--- config.mk ---
export PLATFORM = sky130hd
export DESIGN_NAME = snake_dir_ctrl
export DESIGN_NICKNAME = d
export VERILOG_FILES = /design/src/rtl/snake_dir_ctrl.sv
export SDC_FILE = /design/constraint.sdc
export NUM_CORES = 1
export LEC_CHECK = 0
export ABC_CLOCK_PERIOD_IN_PS = 3490
export CAP_MARGIN = 20
export CORE_UTILIZATION = 45
export DETAILED_ROUTE_END_ITERATION = 8
export PLACE_DENSITY = 0.78
export SKIP_LAST_GASP = 1
export SYNTH_ARGS = -nofsm -noshare
export SYNTH_HDL_FRONTEND = slang
export SYNTH_SLANG_ARGS = --single-unit
--- constraint.sdc ---
create_clock -name clk -period 3.49 [get_ports clk]
set_clock_uncertainty 0.05 [all_clocks]
set_input_delay 0.349 -clock clk [delete_from_list [all_inputs] [get_ports clk]]
set_output_delay 0.349 -clock clk [all_outputs]
set_load 0.05 [all_outputs]
--- src/rtl/snake_dir_ctrl.sv ---
// snake_dir_ctrl: turns debounced button presses into a queued, legality-checked
// heading for the snake, applying at most one queued turn per game-step tick.
module snake_dir_ctrl #(
  parameter int unsigned QDEPTH = 2
) (
  input  logic       clk,
  input  logic       rst_n,
  input  logic [3:0] btn,
  input  logic       tick,
  output logic [1:0] dir,
  output logic       turn,
  output logic [2:0] q_count
);

  localparam int unsigned   PW      = (QDEPTH > 1) ? $clog2(QDEPTH) : 1;
  localparam logic [PW-1:0] LAST    = PW'(QDEPTH - 1);
  localparam logic [2:0]    CNT_MAX = 3'(QDEPTH);
  localparam logic [1:0]    DIR_RST = 2'd1;

  logic [3:0]    prev_q;
  logic [1:0]    mem_q [QDEPTH];
  logic [PW-1:0] head_q, head_d;
  logic [PW-1:0] tail_q, tail_d;
  logic [2:0]    count_q, count_d;
  logic [1:0]    dir_q, dir_d;
  logic          turn_q, turn_d;

  logic [3:0]    press;
  logic          press_vld;
  logic [1:0]    req;
  logic [PW-1:0] tail_last;
  logic [1:0]    ref_dir;
  logic          pop;
  logic          push;

  // Circular pointer advance, wrapping at QDEPTH.
  function automatic logic [PW-1:0] ptr_inc(input logic [PW-1:0] p);
    return (p == LAST) ? '0 : p + PW'(1);
  endfunction

  assign press = btn & ~prev_q;

  // Pick a single press this cycle, up > right > down > left.
  always_comb begin
    press_vld = 1'b1;
    req       = 2'd0;
    if (press[0])      req = 2'd0;
    else if (press[1]) req = 2'd1;
    else if (press[2]) req = 2'd2;
    else if (press[3]) req = 2'd3;
    else               press_vld = 1'b0;
  end

  // Validate the request against the newest queued heading (or dir if empty).
  always_comb begin
    tail_last = (tail_q == '0) ? LAST : tail_q - PW'(1);
    ref_dir   = (count_q != 3'd0) ? mem_q[tail_last] : dir_q;
    pop       = tick & (count_q != 3'd0);
    push      = press_vld
              & (req != ref_dir)
              & ((req ^ ref_dir) != 2'b10)
              & ((count_q != CNT_MAX) | pop);
  end

  // Next-state for queue pointers, occupancy, heading and turn pulse.
  always_comb begin
    head_d  = head_q;
    tail_d  = tail_q;
    count_d = count_q + 3'(push) - 3'(pop);
    dir_d   = dir_q;
    turn_d  = 1'b0;
    if (pop) begin
      head_d = ptr_inc(head_q);
      dir_d  = mem_q[head_q];
      turn_d = 1'b1;
    end
    if (push) begin
      tail_d = ptr_inc(tail_q);
    end
  end

  // Control registers; reset flushes the queue and forces heading right.
  always_ff @(posedge clk) begin
    if (!rst_n) begin
      prev_q  <= 4'b1111;
      head_q  <= '0;
      tail_q  <= '0;
      count_q <= 3'd0;
      dir_q   <= DIR_RST;
      turn_q  <= 1'b0;
    end else begin
      prev_q  <= btn;
      head_q  <= head_d;
      tail_q  <= tail_d;
      count_q <= count_d;
      dir_q   <= dir_d;
      turn_q  <= turn_d;
    end
  end

  // Queue storage; entries beyond the occupancy count are don't-care.
  always_ff @(posedge clk) begin
    if (rst_n && push) begin
      mem_q[tail_q] <= req;
    end
  end

  assign dir     = dir_q;
  assign turn    = turn_q;
  assign q_count = count_q;

endmodule

==> results of run 1 <==
placed cells by master (no fill, tap or decap), drive strengths merged, types with 3 or more instances in the layout:
master	count
dfxtp	12
clkdlybuf4s50	12
inv	8
nor2	7
nand2	6
nand2b	5
mux2i	4
edfxtp	4
xnor2	3
clkbuf	3
flip-flops by register name (all words and copies together), names as in the netlist:
name / flops
turn: 1
q_count: 3
tail_q: 1
dir: 2
head_q: 1
prev_q: 4
mem_q: 4
area by class of cell:
type	instances	area, sq um
timing repair buffer	12	120.1
fill	121	518.0
sequential	16	360.3
tap	15	18.77
inverter	8	30.03
multi-input combinational	44	309.0
clock buffer	3	22.52
clock inverter	1	3.754
power groups by stage:
stage	clock [W]	combinational, W	sequential, W
after floorplan	0	0.000160	0.000339
after global placement	0	0.000308	0.000264
after detailed placement	0	0.000313	0.000267
after CTS	0.000102	0.000314	0.000261
after global routing	0.000108	0.000339	0.000265
final	0.0000971	0.000310	0.000261
worst reg2reg max path, stage by stage (launching register included):
cell and delay, ps:
sky130_fd_sc_hd__dfxtp_1 350, sky130_fd_sc_hd__or3_4 400, sky130_fd_sc_hd__mux2i_1 200, sky130_fd_sc_hd__or3_1 150, sky130_fd_sc_hd__nand3_2 120, sky130_fd_sc_hd__ha_1 300
sky130_fd_sc_hd__inv_1 40, sky130_fd_sc_hd__ha_1 180, sky130_fd_sc_hd__fa_1 380, sky130_fd_sc_hd__xnor2_1 180, sky130_fd_sc_hd__xnor2_1 140, sky130_fd_sc_hd__nor2_1 50
per-stage QoR:
stage          cell area (sq um)  utilization, %  cells  setup slack (ps)
4_1_cts                    864.6           62.53     99             835.3
5_1_grt                    864.6           62.53     99             646.3
6_report                   864.6           62.53     99             833.5
3_3_place_gp               838.3           60.63     95             591.7
2_1_floorplan              703.2               -     69             774.2
3_5_place_dp               838.3           60.63     95             540.2
cell families after synthesis:
| kind of cell | count (synthesis) | synth area share, % |
|---|---|---|
| AOI/OAI and AO/OA | 6 | 5.694 |
| xor gates and xnor gates | 3 | 3.737 |
| adders and majority gates | 3 | 6.405 |
| buffers and inverters | 9 | 4.804 |
| DFF | 16 | 51.25 |
| muxes | 5 | 7.295 |
| and+or+nand+nor | 27 | 20.82 |
per-layer routing:
| layer | share of wire, % | vias up |
|---|---|---|
| met5 | 0 | - |
| met4 | 1.4 | 0 |
| met3 | 3.3 | 2 |
| met2 | 49 | 9 |
| met1 | 46 | 227 |
| li1 | - | 256 |
final timing paths:
path	from	endpoint	cells after the start	slack, ps
setup / recovery	btn[3]	q_count[2]	12	830
hold / removal	dir[1]	dir[1]	2	450
setup reg to reg	q_count[2]	q_count[2]	11	860
hold reg to reg	dir[1]	dir[1]	2	450
==> results.toml, run 1 <==
[yosys]
synthCells = 69
yosysSeqAreaShare_pct = 51.25
syn_area_sq_um = 703.2
synth_top_flop_cell = "sky130_fd_sc_hd__dfxtp_1"
syn_nets = 79
synth.avg_cell_area_sq_um = 10.19
ys_top_cells_by_area = "sky130_fd_sc_hd__dfxtp_1 (34%), sky130_fd_sc_hd__edfxtp_1 (17%), sky130_fd_sc_hd__mux2i_1 (5.7%)"
synth_largest_type_area_fraction_pct = 34.16
synthesis.yosys.warnings = 0
synth_top_area_cell = "sky130_fd_sc_hd__dfxtp_1"
synth_top_cells_by_count = "sky130_fd_sc_hd__dfxtp_1 (12), sky130_fd_sc_hd__inv_1 (8), sky130_fd_sc_hd__nor2_1 (7), sky130_fd_sc_hd__nand2_1 (6), sky130_fd_sc_hd__nand2b_1 (5)"
synthArstFlopShare_pct = 0
postSynthRegisterBits = 16
yosysMostFrequentCell = "sky130_fd_sc_hd__dfxtp_1"
synth_edf_count = 4
unique_cell_type_count_in_the_yosys_netlist = 26

[placement]
place.port_buffers = 12
final_hpwl_from_detailed_placement_um = 842.1
routability_congestion_estimate = 0.7096

[cts]
root_buffer = "sky130_fd_sc_hd__clkbuf_4"
ctsLongestPathBuffers = 2
htree_num_levels = 1
holdBufCountCts = 0
worst_skew_pair.late_latency_ps = 280
clkTransAtPathRegs_ps = 90
number_of_cts_inserted_buffers = 3
clkSinkCount = 16
ctsResizeCount = 0
tritoncts_clock_tree = "built"
cts_post_setup_buffers_inserted = 0

[timing]
report.final.setup_viol = 0
worst_slew_pin_slew_ps = 492.0
period_minus_slack_ps = 2657
whs_ps = 451.6
final_hold_viol_count = 0
fin_setup_tns_ps = 0
finalCritPeriodShare_pct = 76.12
rsz0062_at_grt = "false"
max_slew_margin_pct = 67.10
fmax_mhz = 376.4
final-max-slew-violation-count = 0

[drt]
first_iter_violations = 6
route.detailed.vias_per_inst = 4.990
route.vias.total = 494
post_drt_wl_per_cell_um = 11.13
drtPass1Iterations = 2
final_antenna_net_count = 0
totalWireLength_um = 1102
drc = 0

[hold_path]
min-delay-path-class = "flip-flop to flip-flop"

[status]
run_status = "finished, final reports clean"

[die]
die_area_sq_mm = 0.001725
die-height_um = 41.53
chipWidth_um = 41.53
core_sq_mm = 0.001383
rows = 13
initial_core_util_pct = 50.86
io-pin-count = 13

[global_route]
grt_pass1_vias = 432
grt_max_degree = 11
grt_remaining_overflow = 0
grt_first_pass_wirelength_um = 1759
antenna_found_initial = 0
global_route.usage.total_pct = 13.59
grtUsageMet3_pct = 2.609
global_route.peak_usage_layer = "met2"
globalRouteMet2Util_pct = 23.13
grtUsageMet1_pct = 15.79

[power]
power_frac_comb_pct = 46.5
ir_worst_vdd_v = 0.0003554
power.static_leakage_nw = 0.3643
power_switching_share_pct = 39.06
power_dens_cells_mw_per_mm2 = 772.6
internal_power_w = 0.0004071
clock_power_share_pct = 14.5
power_frac_seq_pct = 39.0
report.power.total_w = 0.0006680
net-switching-power_w = 0.0002609

[cells_and_area]
area_growth_syn_to_layout_pct = 22.95
final_net_count = 95
antennaDiodeCount = 0
layout-drive-gt1-share_pct = 8.333

[worst_setup_path]
critical_path.n_buffers_inverters = 3
critPathSlowestCell = "sky130_fd_sc_hd__clkdlybuf4s50_1"
setup.worst_path.end_class = "flip-flop"
critPathTopFamily = "adder cells"
critical_path_required_ps = 3620
critPathMaxStageDelay_ps = 480
crit_fanout = 4
worst_ep_arrival_time_ps = 2780
cell_chain_of_the_critical_path = "clkdlybuf4s50_1 -> inv_1 -> o31a_1 -> o21ai_0 -> nand3_2 -> ha_1 -> inv_1 -> ha_1 -> fa_1 -> xnor2_1 -> xnor2_1 -> nor2_1"
timing_worst_setup_path_type = "input pin to flip-flop"
cp-start-kind = "input pin"

[run]
drv.max_cap_violation_count = 0
(Power assumes the default switching activity.)
==> run 2, diff against run 1 <==
Settings changed: ABC_CLOCK_PERIOD_IN_PS 3490 to 2500.
Clock period 3.49 ns to 2.5 ns, I/O delays scaled along.
==> results.toml, run 2 (same netlist as run 1, synthesis figures left out) <==
[status]
run_status = "complete, but fails checks"
violated_checks = "setup timing"

[die]
die_area_sq_mm = 0.001725
io-pin-count = 13
core_sq_mm = 0.001383
initial_core_util_pct = 50.86
rows = 13
die-height_um = 41.53
chipWidth_um = 41.53

[worst_setup_path]
worst_r2r_path_depth = 11
timing_worst_setup_path_type = "flip-flop to flip-flop"
worst_ep_arrival_time_ps = 2720
r2r-start = "q_count[2]"
setup.reg_to_reg.worst_slack_ps = -90
critPathMaxStageDelay_ps = 400
cell_chain_of_the_critical_path = "or3_4 -> mux2i_2 -> or3_1 -> nand3_2 -> ha_1 -> inv_1 -> ha_2 -> fa_2 -> xnor2_2 -> xnor2_1 -> nor2_1"
setup.worst_path.end_class = "flip-flop"
critPathSlowestCell = "sky130_fd_sc_hd__or3_1"
crit_fanout = 2
r2r_end = "q_count[2]"
cp-start-kind = "flip-flop"
critical_path_required_ps = 2630

[placement]
routability_congestion_estimate = 0.7441
place.port_buffers = 12
final_hpwl_from_detailed_placement_um = 917.3
post_dp_cell_area_sq_um = 914.6

[run]
drv.max_cap_violation_count = 0

[cells_and_area]
multiInputGateArea_sq_um = 325.3
layout.cells.most_common = "sky130_fd_sc_hd__clkdlybuf4s50_1"
layout.area.seq_sq_um = 369.1
antennaDiodeCount = 0
layout-drive-gt1-share_pct = 24.73
final_net_count = 104
final_design_area_no_fill_sq_um = 957.2
mostFrequentLayoutCells = "sky130_fd_sc_hd__clkdlybuf4s50_1 (12), sky130_fd_sc_hd__dfxtp_1 (9), sky130_fd_sc_hd__buf_4 (9)"
area_growth_syn_to_layout_pct = 36.12
final.fill_count = 104
final_core_area_utilization_pct = 69.23

[timing]
finalCritPeriodShare_pct = 103.6
final-max-slew-violation-count = 0
worst_slew_pin_slew_ps = 502.0
period_minus_slack_ps = 2591
final_hold_viol_count = 0
fmax_mhz = 386.0
max_slew_margin_pct = 66.43
rsz0062_at_grt = "true"
report.final.setup_viol = 2
setup_slack_ps = -90.56

[cts]
clkSinkCount = 16
tritoncts_clock_tree = "built"
htree_num_levels = 1
clkTransAtPathRegs_ps = 90
ctsLongestPathBuffers = 2
worst_skew_pair.late_latency_ps = 280
root_buffer = "sky130_fd_sc_hd__clkbuf_4"
number_of_cts_inserted_buffers = 3
cts_post_setup_buffers_inserted = 0

[hold_path]
min-delay-path-class = "flip-flop to flip-flop"
hold_path_end = "dir[1]"
min_delay_startpoint = "dir[1]"
whs_path_depth = 2

[drt]
drc = 0
route.vias.total = 529
totalWireLength_um = 1200
drtPass1Iterations = 4
post_drt_wl_per_cell_um = 11.11
final_antenna_net_count = 0
route.detailed.vias_per_inst = 4.898
first_iter_violations = 13

[global_route]
global_route.usage.total_pct = 15.80
grt_pass1_vias = 541
antenna_found_initial = 0
grt_remaining_overflow = 0
grt_first_pass_wirelength_um = 2070
grt_max_degree = 11

[power]
power.static_leakage_nw = 0.4119
report.power.total_w = 0.001040
ir_worst_vdd_v = 0.0005023
power_dens_cells_mw_per_mm2 = 1087
-- run 2: worst max-delay path, delay by kind of cell (launching register included) --
| kind | cells | cell delay (ps) |
|---|---|---|
| and+or+nand+nor | 4 | 930 |
| buffers and inverters | 1 | 40 |
| muxes | 1 | 170 |
| DFF | 1 | 350 |
| adders and majority gates | 3 | 630 |
| xor gates and xnor gates | 2 | 320 |
-- run 2: how the worst max path moves through the flow --
stage                    start    endpoint  slack [ps]
finish              q_count[2]  q_count[2]         -90
global route        q_count[2]  q_count[2]        -170
CTS                 q_count[2]  q_count[2]         -70
detailed placement      btn[3]  q_count[2]        -310
global placement        btn[3]  q_count[2]        -260
floorplan           q_count[2]  q_count[2]         -60
-- run 2: cell type report --
| type | count | share of cell area [%] |
|---|---|---|
| clock buffers | 3 | 2.353 |
| clock inverters | 1 | 0.3922 |
| inverters | 8 | 3.137 |
| multi-input cells | 44 | 33.99 |
| flip-flops and latches | 16 | 38.56 |
| well taps | 15 | 1.961 |
| repair buffers | 21 | 19.61 |
-- run 2: routing by layer --
metal | track usage [%] | share of wire (%) | vias to the layer above
met2 | 29.06 | 53 | 11
met1 | 16.11 | 44 | 243
li1 | - | - | 275
met3 | 5.652 | 3.8 | 0
met4 | 5.806 | 0 | 0
met5 | 0 | 0 | -
-- run 2: timing repair --
item	CTS	global route
gates resized for setup	2	2
pin swaps	2	1
hold buffers	0	0
setup endpoints to repair	1	2
-- run 2: power by group --
part           internal (W)  total (W)  switching, W
combinational      0.000255   0.000544      0.000290
sequential         0.000329   0.000360     0.0000313
clock             0.0000578   0.000136     0.0000780
-- run 2: stage by stage --
stage / hold WS [ps] / worst slack [ps] / std cells / TNS (ps)
2_1_floorplan: 296.4 / -64.07 / 69 / -64.07
3_3_place_gp: 440.2 / -264.8 / 104 / -426.4
3_5_place_dp: 452.7 / -310.3 / 104 / -528.6
4_1_cts: 465.2 / -66.89 / 108 / -115.2
5_1_grt: 491.3 / -166.9 / 108 / -309.4
6_report: 462.8 / -90.56 / 108 / -163.9
